$ cat config.mk
export PLATFORM = sky130hd
export DESIGN_NAME = repadd_multiplier_flat
export DESIGN_NICKNAME = d
export VERILOG_FILES = /design/src/rtl/repadd_multiplier_if.sv /design/src/rtl/repadd_multiplier.sv /design/src/flat_wrapper.sv
export SDC_FILE = /design/constraint.sdc
export NUM_CORES = 1
export LEC_CHECK = 0
export ABC_AREA = 1
export BUFFER_PORTS_ARGS = -buffer_cell sky130_fd_sc_hd__clkbuf_2
export CAP_MARGIN = 20
export CORE_AREA = 2 2 100 102
export CTS_CLUSTER_DIAMETER = 100
export DETAILED_ROUTE_END_ITERATION = 10
export DIE_AREA = 0 0 102 104
export MAX_ROUTING_LAYER = met4
export PLACE_DENSITY = 0.54
export SLEW_MARGIN = 20
export SYNTH_ARGS = -nofsm -noshare
export SYNTH_HDL_FRONTEND = slang
export SYNTH_SLANG_ARGS = --single-unit
$ cat constraint.sdc
create_clock -name clk -period 2.9 [get_ports clk]
set_clock_uncertainty 0.2 [all_clocks]
set_input_delay 0.87 -clock clk [delete_from_list [all_inputs] [get_ports clk]]
set_output_delay 0.87 -clock clk [all_outputs]
set_load 0.01 [all_outputs]
$ cat src/rtl/repadd_multiplier_if.sv
// repadd_multiplier_if: start/operand/result bus of the repeated-addition multiplier
interface repadd_multiplier_if;
  logic start;
  logic [15:0] din;
  logic [15:0] product;
  logic done;
  logic eqz;
  modport master (output start, din, input product, done, eqz);
  modport slave (input start, din, output product, done, eqz);
endinterface

$ cat src/rtl/repadd_multiplier.sv
// repadd_multiplier: 16-bit unsigned multiply by adding A into P, B times
module repadd_multiplier (
  input logic clk,
  input logic rst_n,
  repadd_multiplier_if.slave bus
);
  typedef enum logic [2:0] {IDLE, LOAD_A, LOAD_B, ADD, DONE} state_t;
  state_t state;
  logic [15:0] a, b, p;
  logic done, ld_a, ld_b, clr_p, ld_p, dec_b;
  always_comb begin
    ld_a = state == LOAD_A;
    ld_b = state == LOAD_B;
    clr_p = state == LOAD_B;
    ld_p = state == ADD;
    dec_b = state == ADD;
  end
  always_ff @(posedge clk or negedge rst_n)
    if (!rst_n) begin
      a <= '0;
      b <= '0;
      p <= '0;
    end else begin
      if (ld_a) a <= bus.din;
      b <= ld_b ? bus.din : dec_b ? b - 16'd1 : b;
      p <= clr_p ? '0 : ld_p ? p + a : p;
    end
  // done is registered alongside the state so it is high exactly while in DONE
  always_ff @(posedge clk or negedge rst_n)
    if (!rst_n) begin
      state <= IDLE;
      done <= 1'b0;
    end else
      case (state)
        IDLE: if (bus.start) state <= LOAD_A;
        LOAD_A: state <= LOAD_B;
        LOAD_B: begin
          state <= bus.din == '0 ? DONE : ADD;
          done <= bus.din == '0;
        end
        ADD: begin
          state <= b == 16'd1 ? DONE : ADD;
          done <= b == 16'd1;
        end
        DONE: begin
          state <= bus.start ? DONE : IDLE;
          done <= bus.start;
        end
        default: begin
          state <= IDLE;
          done <= 1'b0;
        end
      endcase
  assign bus.product = p;
  assign bus.done = done;
  assign bus.eqz = b == '0;
endmodule

$ cat src/flat_wrapper.sv
// flat-port wrapper written by rule: the top's interface ports become plain ports
module repadd_multiplier_flat 
  (clk, rst_n, bus_start, bus_din, bus_product, bus_done, bus_eqz);
  repadd_multiplier_if bus_i ();
  input logic clk;
  input logic rst_n;
  input wire logic [$bits(bus_i.start)-1:0] bus_start;
  input wire logic [$bits(bus_i.din)-1:0] bus_din;
  output wire logic [$bits(bus_i.product)-1:0] bus_product;
  output wire logic [$bits(bus_i.done)-1:0] bus_done;
  output wire logic [$bits(bus_i.eqz)-1:0] bus_eqz;
  assign bus_i.start = bus_start;
  assign bus_i.din = bus_din;
  assign bus_product = bus_i.product;
  assign bus_done = bus_i.done;
  assign bus_eqz = bus_i.eqz;
  repadd_multiplier u_core (.clk(clk), .rst_n(rst_n), .bus(bus_i));
endmodule
==> impl_metrics.csv, run 1 <==
group,metric,value,unit
sta,period_share,89.6,%
sta,setup_violations,0,
synth,synth-edff-count,0,
worst_setup_path,cp_slowest_cell,"dfrtp_1",
clock_network,cts_hold_buffers,0,
worst_setup_path,cp_common_cell,"nor2_1",
sta,drv_slew,0,
power,p_total,4.18,mW
sta,hold_viol_final,0,
worst_setup_path,critPathArrivalTime,1.53,ns
placement,port_buffers,36,
floorplan,ios,37,
final_layout,fill_cells,1060,
synth,synth-simple-area-share,31.6,%
synth,synth.distinct_cells,32,
sta,grt_setup_unrepaired,"no",
floorplan,start_util,35.0,%
clock_network,cts_root_buf,"clkbuf_8",
sta,clock.fmax,385,MHz
synth,yosys.area.top_type,"dfrtp_1",
routing,routed_wl,8.14,mm
synth,async_reset_ff_share,100,%
synth,synth-compound-area-share,9.95,%
clock_network,ctsLongestPathBuffers,2,
synth,postSynthCellCount,472,
floorplan,die_h,104,um
grt,overflow,0,
worst_setup_path,worstPathRequired,1.83,ns
synth,synth_top_area_share,38.9,%
grt,first_global_vias,3034,
final_layout,diodes,0,
run,max_cap_viol_count,0,
placement,gp_congestion,0.850,
synth,synth_fa_ha_area_share,7.33,%
routing,avgRoutedWirePerCell,12.6,um
worst_setup_path,endpoint_kind,"output port",
routing,ant_nets,0,
floorplan,die_width,102,um
floorplan,core-area,0.00955,mm^2
synth,synth_area,0.00334,mm^2
sta,relSlewSlack,41.7,%
sta,period_minus_slack,2.60,ns
clock_network,cts_buffers,5,
worst_setup_path,crit_type,"register to output port",
final_layout,area_growth,13.0,%
final_layout,drive_above_1_share,10.4,%
routing,drc_errors,0,
floorplan,rows,36,
grt,grt_usage,17.3,%
synth,synth_area_leaders,"dfrtp_1 (39%), nand2_1 (19%), inv_1 (7.5%)",
worst_setup_path,worstPathMaxFanout,4,
final_layout,final_nets,548,
clock_network,htreeDepth,2,
synth,muxShareOfSynthArea,0,%
synth,ys.flop_type,"dfrtp_1",
worst_setup_path,start_kind,"register",
floorplan,die_area,0.0106,mm^2
synth,yosysWarnings,0,
worst_setup_path,slowest_delay,0.43,ns
power,peakVddDrop,389,uV
routing,dr.first_iter.drc_count,162,
clock_network,cts.sink_count,52,
sta,hold_slack,0.309,ns
synth,yosysSeqAreaShare,38.9,%
clock_network,cts_tree,"yes",
grt,grt_pass1_wl,14.4,mm
routing,first_pass_iters,4,
power,powerDensity,1110,mW/mm^2
grt,antenna_found_initial,0,
synth,synth_xor_area_share,3.40,%
outcome,outcome,"finished clean",
hold_path,min_path_type,"register to register",
placement,dp_hpwl,6.27,mm
grt,grt_max_degree,53,
placement,placed_cells,636,
sta,fin_setup_tns,0,ns
clock_network,clk_pin_slew,0.10,ns
clock_network,clock_latency,0.30,ns
routing,num_vias,2998,
routing,via_per_inst,4.66,
synth,synth_fp_nets,510,
clock_network,cts-resized-gates,0,
synth,synth_top_family_by_area,"simple AND/OR/NAND/NOR gates",
sta,tightestPinTransition,0.872,ns
synth,synth.avg_cell_area,7.09,um^2
final_layout,stdcell_count,644,
clock_network,post-cts-setup-buffers,0,
worst_setup_path,path_cells,"nor2_1 -> nand2_1 -> nor2_1 -> and3_1 -> clkbuf_2",
synth,synth_seq_cells,52,
power,p_leak,2.05,nW
critical path: cells and delay by family, from the launching register on:
family | cells | cell delay, ns
and+or+nand+nor | 4 | 0.66
DFF | 1 | 0.43
buffers and inverters | 1 | 0.13
cell usage after synthesis, types with 4 or more instances:
library cell and instances:
a21oi_1 10, a22oi_1 10, buf_2 5, clkbuf_1 4, dfrtp_1 52, ha_1 18
inv_1 67, nand2_1 165, nand3_1 29, nand4_1 8, nor2_1 37, o21ai_0 28
xnor2_1 6, xor2_1 7
worst paths after layout:
| check | start | endpoint | slack [ns] | cells after the start |
|---|---|---|---|---|
| setup / recovery | u_core.b[6] | bus_eqz | 0.30 | 5 |
| hold / removal | u_core.a[4] | u_core.a[4] | 0.31 | 2 |
| setup reg to reg | u_core.bus.product[0] | u_core.bus.product[12] | 0.86 | 11 |
| hold reg to reg | u_core.a[4] | u_core.a[4] | 0.31 | 2 |
| max in group asynchronous | rst_n | u_core.bus.product[4] | 1.56 | 2 |
| min in group asynchronous | rst_n | u_core.bus.product[3] | 0.47 | 2 |
routing by layer:
layer	share of wire (%)	up-vias	GRT usage [%]	wire length (um)
met5	0	-	-	0
met4	1.4	0	4.29	115
met3	3.2	8	2.35	262
met2	48	58	28.1	3910
met1	47	1353	22.7	3850
li1	-	1579	-	-
logic make-up after synthesis:
kind of cell,Yosys count
buffers and inverters,77
and+or+nand+nor,254
AOI/OAI and AO/OA,57
DFF,52
xor gates and xnor gates,13
adders and majority gates,19
sequential cells by signal, summed over array words and instances, names as in the netlist:
| signal | cells |
|---|---|
| u_core.a | 16 |
| u_core.bus.product | 16 |
| u_core.b | 16 |
| u_core.bus.done | 1 |
| u_core.state | 3 |
per-stage QoR:
stage	worst slack, ns	cell area, um^2	util, %
2_1_floorplan	0.829	3340	-
6_report	0.303	3780	39.6
3_3_place_gp	0.645	3680	38.6
4_1_cts	0.290	3780	39.6
5_1_grt	0.151	3780	39.6
3_5_place_dp	0.649	3680	38.6
layout by cell type, fill, tap and decap left out, drive strengths merged:
cell type,Yosys,layout
nor4,1,1
nand2,166,166
buf,6,5
clkinvlp,0,1
xor2,7,7
or2,2,2
nand3,29,29
nor2,39,39
o211ai,2,2
clkbuf,4,43
dfrtp,52,52
o22ai,2,2
nand3b,3,3
ha,18,18
a22oi,10,10
nor3,4,4
a22o,1,1
and2,1,1
and3,1,1
xnor2,6,6
fa,1,1
nand4,8,8
inv,67,67
o221ai,3,3
a21oi,10,10
o21ai,29,29
layout make-up:
type	instances	area [um^2]	area share, %
clock buffer	7	86.3	2.28
clock inverter	1	7.51	0.199
inverter	67	251	6.66
multi-input combinational	343	1750	46.3
sequential	52	1300	34.4
tap	133	166	4.40
timing repair buffer	41	218	5.76
power breakdown:
part,switching [mW],total (mW),internal [mW]
Clock,0.248,0.443,0.195
Sequential,0.303,1.36,1.06
Combinational,1.49,2.37,0.886
No activity file was read; power rests on OpenSTA's default activity.
==> run 2, diff against run 1 <==
--- a/config.mk
+++ b/config.mk
@@ -5,15 +5,14 @@
 export SDC_FILE = /design/constraint.sdc
 export NUM_CORES = 1
 export LEC_CHECK = 0
-export ABC_AREA = 1
 export BUFFER_PORTS_ARGS = -buffer_cell sky130_fd_sc_hd__clkbuf_2
 export CAP_MARGIN = 20
-export CORE_AREA = 2 2 100 102
-export CTS_CLUSTER_DIAMETER = 100
+export CORE_AREA = 2 2 96 98
 export DETAILED_ROUTE_END_ITERATION = 10
-export DIE_AREA = 0 0 102 104
+export DIE_AREA = 0 0 98 100
+export GPL_TIMING_DRIVEN = 0
 export MAX_ROUTING_LAYER = met4
-export PLACE_DENSITY = 0.54
+export PLACE_DENSITY = 0.55
 export SLEW_MARGIN = 20
 export SYNTH_ARGS = -nofsm -noshare
 export SYNTH_HDL_FRONTEND = slang
==> impl_metrics.csv, run 2 <==
group,metric,value,unit
synth,synth.avg_cell_area,9.54,um^2
synth,yosys.area.top_type,"dfrtp_1",
synth,postSynthCellCount,326,
routing,routed_wl,8.20,mm
routing,wl_met1,3.92,mm
outcome,violations,"setup timing",
synth,ys.flop_type,"dfrtp_1",
final_layout,diodes,0,
clock_network,clock_latency,0.31,ns
run,max_cap_viol_count,0,
worst_setup_path,worstPathMaxFanout,2,
worst_setup_path,start_kind,"register",
synth,async_reset_ff_share,100,%
routing,top_layer,"met4",
clock_network,htreeDepth,2,
final_layout,final_nets,412,
routing,ant_nets,0,
final_layout,design_area,0.00359,mm^2
clock_network,clk_pin_slew,0.10,ns
clock_network,cts_buffers,5,
floorplan,ios,37,
synth,yosysSeqAreaShare,41.9,%
worst_setup_path,endpoint_kind,"output port",
sta,period_share,109,%
hold_path,min_path_type,"register to register",
floorplan,die_area,0.00980,mm^2
clock_network,cts_tree,"yes",
final_layout,final_util,40.4,%
sta,period_minus_slack,3.16,ns
placement,port_buffers,36,
clock_network,cts.sink_count,52,
grt,grt_max_degree,53,
placement,dpl_cell_area,0.00343,mm^2
final_layout,drive_above_1_share,19.2,%
placement,gp_congestion,0.842,
routing,num_vias,2699,
routing,drc_errors,0,
power,p_leak,1.52,nW
placement,placed_cells,473,
placement,dp_slack,-0.186,ns
worst_setup_path,r2r_setup_slack,0.32,ns
synth,ys_top_cells_by_count,"dfrtp_1 (52), nand2_1 (33), a21oi_1 (31), o21ai_0 (25)",
grt,grt_usage,18.4,%
sta,clock.fmax,316,MHz
routing,dr.first_iter.drc_count,182,
sta,tightestPinTransition,0.764,ns
floorplan,die_width,98,um
grt,overflow,0,
clock_network,cts_root_buf,"clkbuf_8",
final_layout,fill_cells,940,
routing,via_per_inst,5.55,
worst_setup_path,critPathArrivalTime,2.09,ns
grt,first_global_vias,2739,
final_layout,final_cell_mix,"dfrtp_1 (52), clkbuf_2 (34), nand2_1 (33), a21oi_1 (31), o21ai_0 (24)",
power,peakVddDrop,351,uV
final_layout,final_common_cell,"dfrtp_1",
sta,setup_violations,1,
synth,synth_area,0.00311,mm^2
routing,first_pass_iters,4,
floorplan,rows,35,
routing,wl_met3,264,um
synth,synth_most_common_cell,"dfrtp_1",
routing,avgRoutedWirePerCell,16.9,um
sta,drv_slew,0,
floorplan,die_h,100,um
placement,dp_hpwl,6.11,mm
synth,synth_seq_cells,52,
grt,antenna_found_initial,0,
final_layout,area_growth,15.6,%
clock_network,cts_hold_buffers,0,
final_layout,stdcell_count,486,
sta,relSlewSlack,48.8,%
clock_network,ctsLongestPathBuffers,2,
sta,hold_viol_final,0,
synth,synth.distinct_cells,52,
synth,yosysWarnings,0,
grt,grt_pass1_wl,13.9,mm
synth,synth_area_leaders,"dfrtp_1 (42%), ha_1 (7.2%), mux2_2 (5.4%)",
floorplan,start_util,35.0,%
sta,layout_setup_ws,-0.261,ns
synth,synth-edff-count,0,
worst_setup_path,worstPathRequired,1.83,ns
worst_setup_path,crit_type,"register to output port",
synth,synth_fp_nets,364,
sta,grt_setup_unrepaired,"yes",
routing,routed-wl-met2,3.89,mm
floorplan,core-area,0.00889,mm^2
outcome,outcome,"finished with violations",
power,powerDensity,1230,mW/mm^2
synth,synth_top_area_share,41.9,%
run 2: changes by cell type in the layout (fill, tap and decap cells not counted), sizes merged, moves of 9 or more:
cell	delta
nand2	-133
nor2	-27
a21oi	+22
nand3	-11
mux2	+15
clkbuf	+9
inv	-59
a22oi	-10
run 2: critical path, cell delays in order (launching register included):
cell and delay, ns:
dfrtp_1 0.40, or3_4 0.39, or4_4 0.51, nor4_4 0.18
and2_1 0.17, buf_2 0.13
run 2: power by group:
part           internal [mW]  switching (mW)  total, mW
logic                   1.13            1.36       2.49
clock network          0.256           0.254      0.510
registers               1.10           0.321       1.42
run 2: area by class of cell:
type	count	area, um^2	share of cell area [%]
multi-input cells	253	1740	48.5
flip-flops and latches	52	1300	36.2
repair buffers	41	220	6.13
well taps	111	139	3.86
clock buffers	5	68.8	1.91
plain buffers	13	48.8	1.36
clock inverters	3	42.5	1.18
inverters	8	30.0	0.835
run 2: what timing repair did:
item,CTS,global route
gates resized for setup,1,4
setup endpoints to repair,1,2
pin swaps,2,0
setup buffers,5,0
run 2: stage by stage:
step / power, mW / TNS [ns] / hold WS, ns
2_1_floorplan: 3.22 / 0 / 0.280
3_3_place_gp: 3.79 / -0.208 / 0.298
3_5_place_dp: 3.85 / -0.186 / 0.306
4_1_cts: 4.41 / -0.284 / 0.329
5_1_grt: 4.85 / -0.342 / 0.354
6_report: 4.41 / -0.261 / 0.317
run 2: path summary, 6_finish.rpt:
kind | end | cells after the start | from
min reg2reg | u_core.bus.product[0] | 2 | u_core.bus.product[0]
min | u_core.bus.product[0] | 2 | u_core.bus.product[0]
min in group asynchronous | u_core.b[12] | 1 | rst_n
max | bus_eqz | 5 | u_core.b[9]
max reg2reg | u_core.bus.product[12] | 9 | u_core.bus.product[0]
max in group asynchronous | u_core.a[1] | 1 | rst_n
run 2: routing by layer:
metal	up-vias	global-route usage, %
li1	1329	-
met1	1301	23.8
met2	61	30.1
met3	8	3.06
met4	0	5.45
met5	-	-
run 2: kinds of logic (layout without fill, tap and decap cells):
kind of cell	Yosys count	in the layout	share of synthesized area (%)
buf+inv	21	70	2.54
mux	19	19	6.72
xor+xnor	5	5	1.41
compound gates	110	110	22.7
fa+ha+maj	19	19	7.89
simple gates	100	100	16.9
flops	52	52	41.9
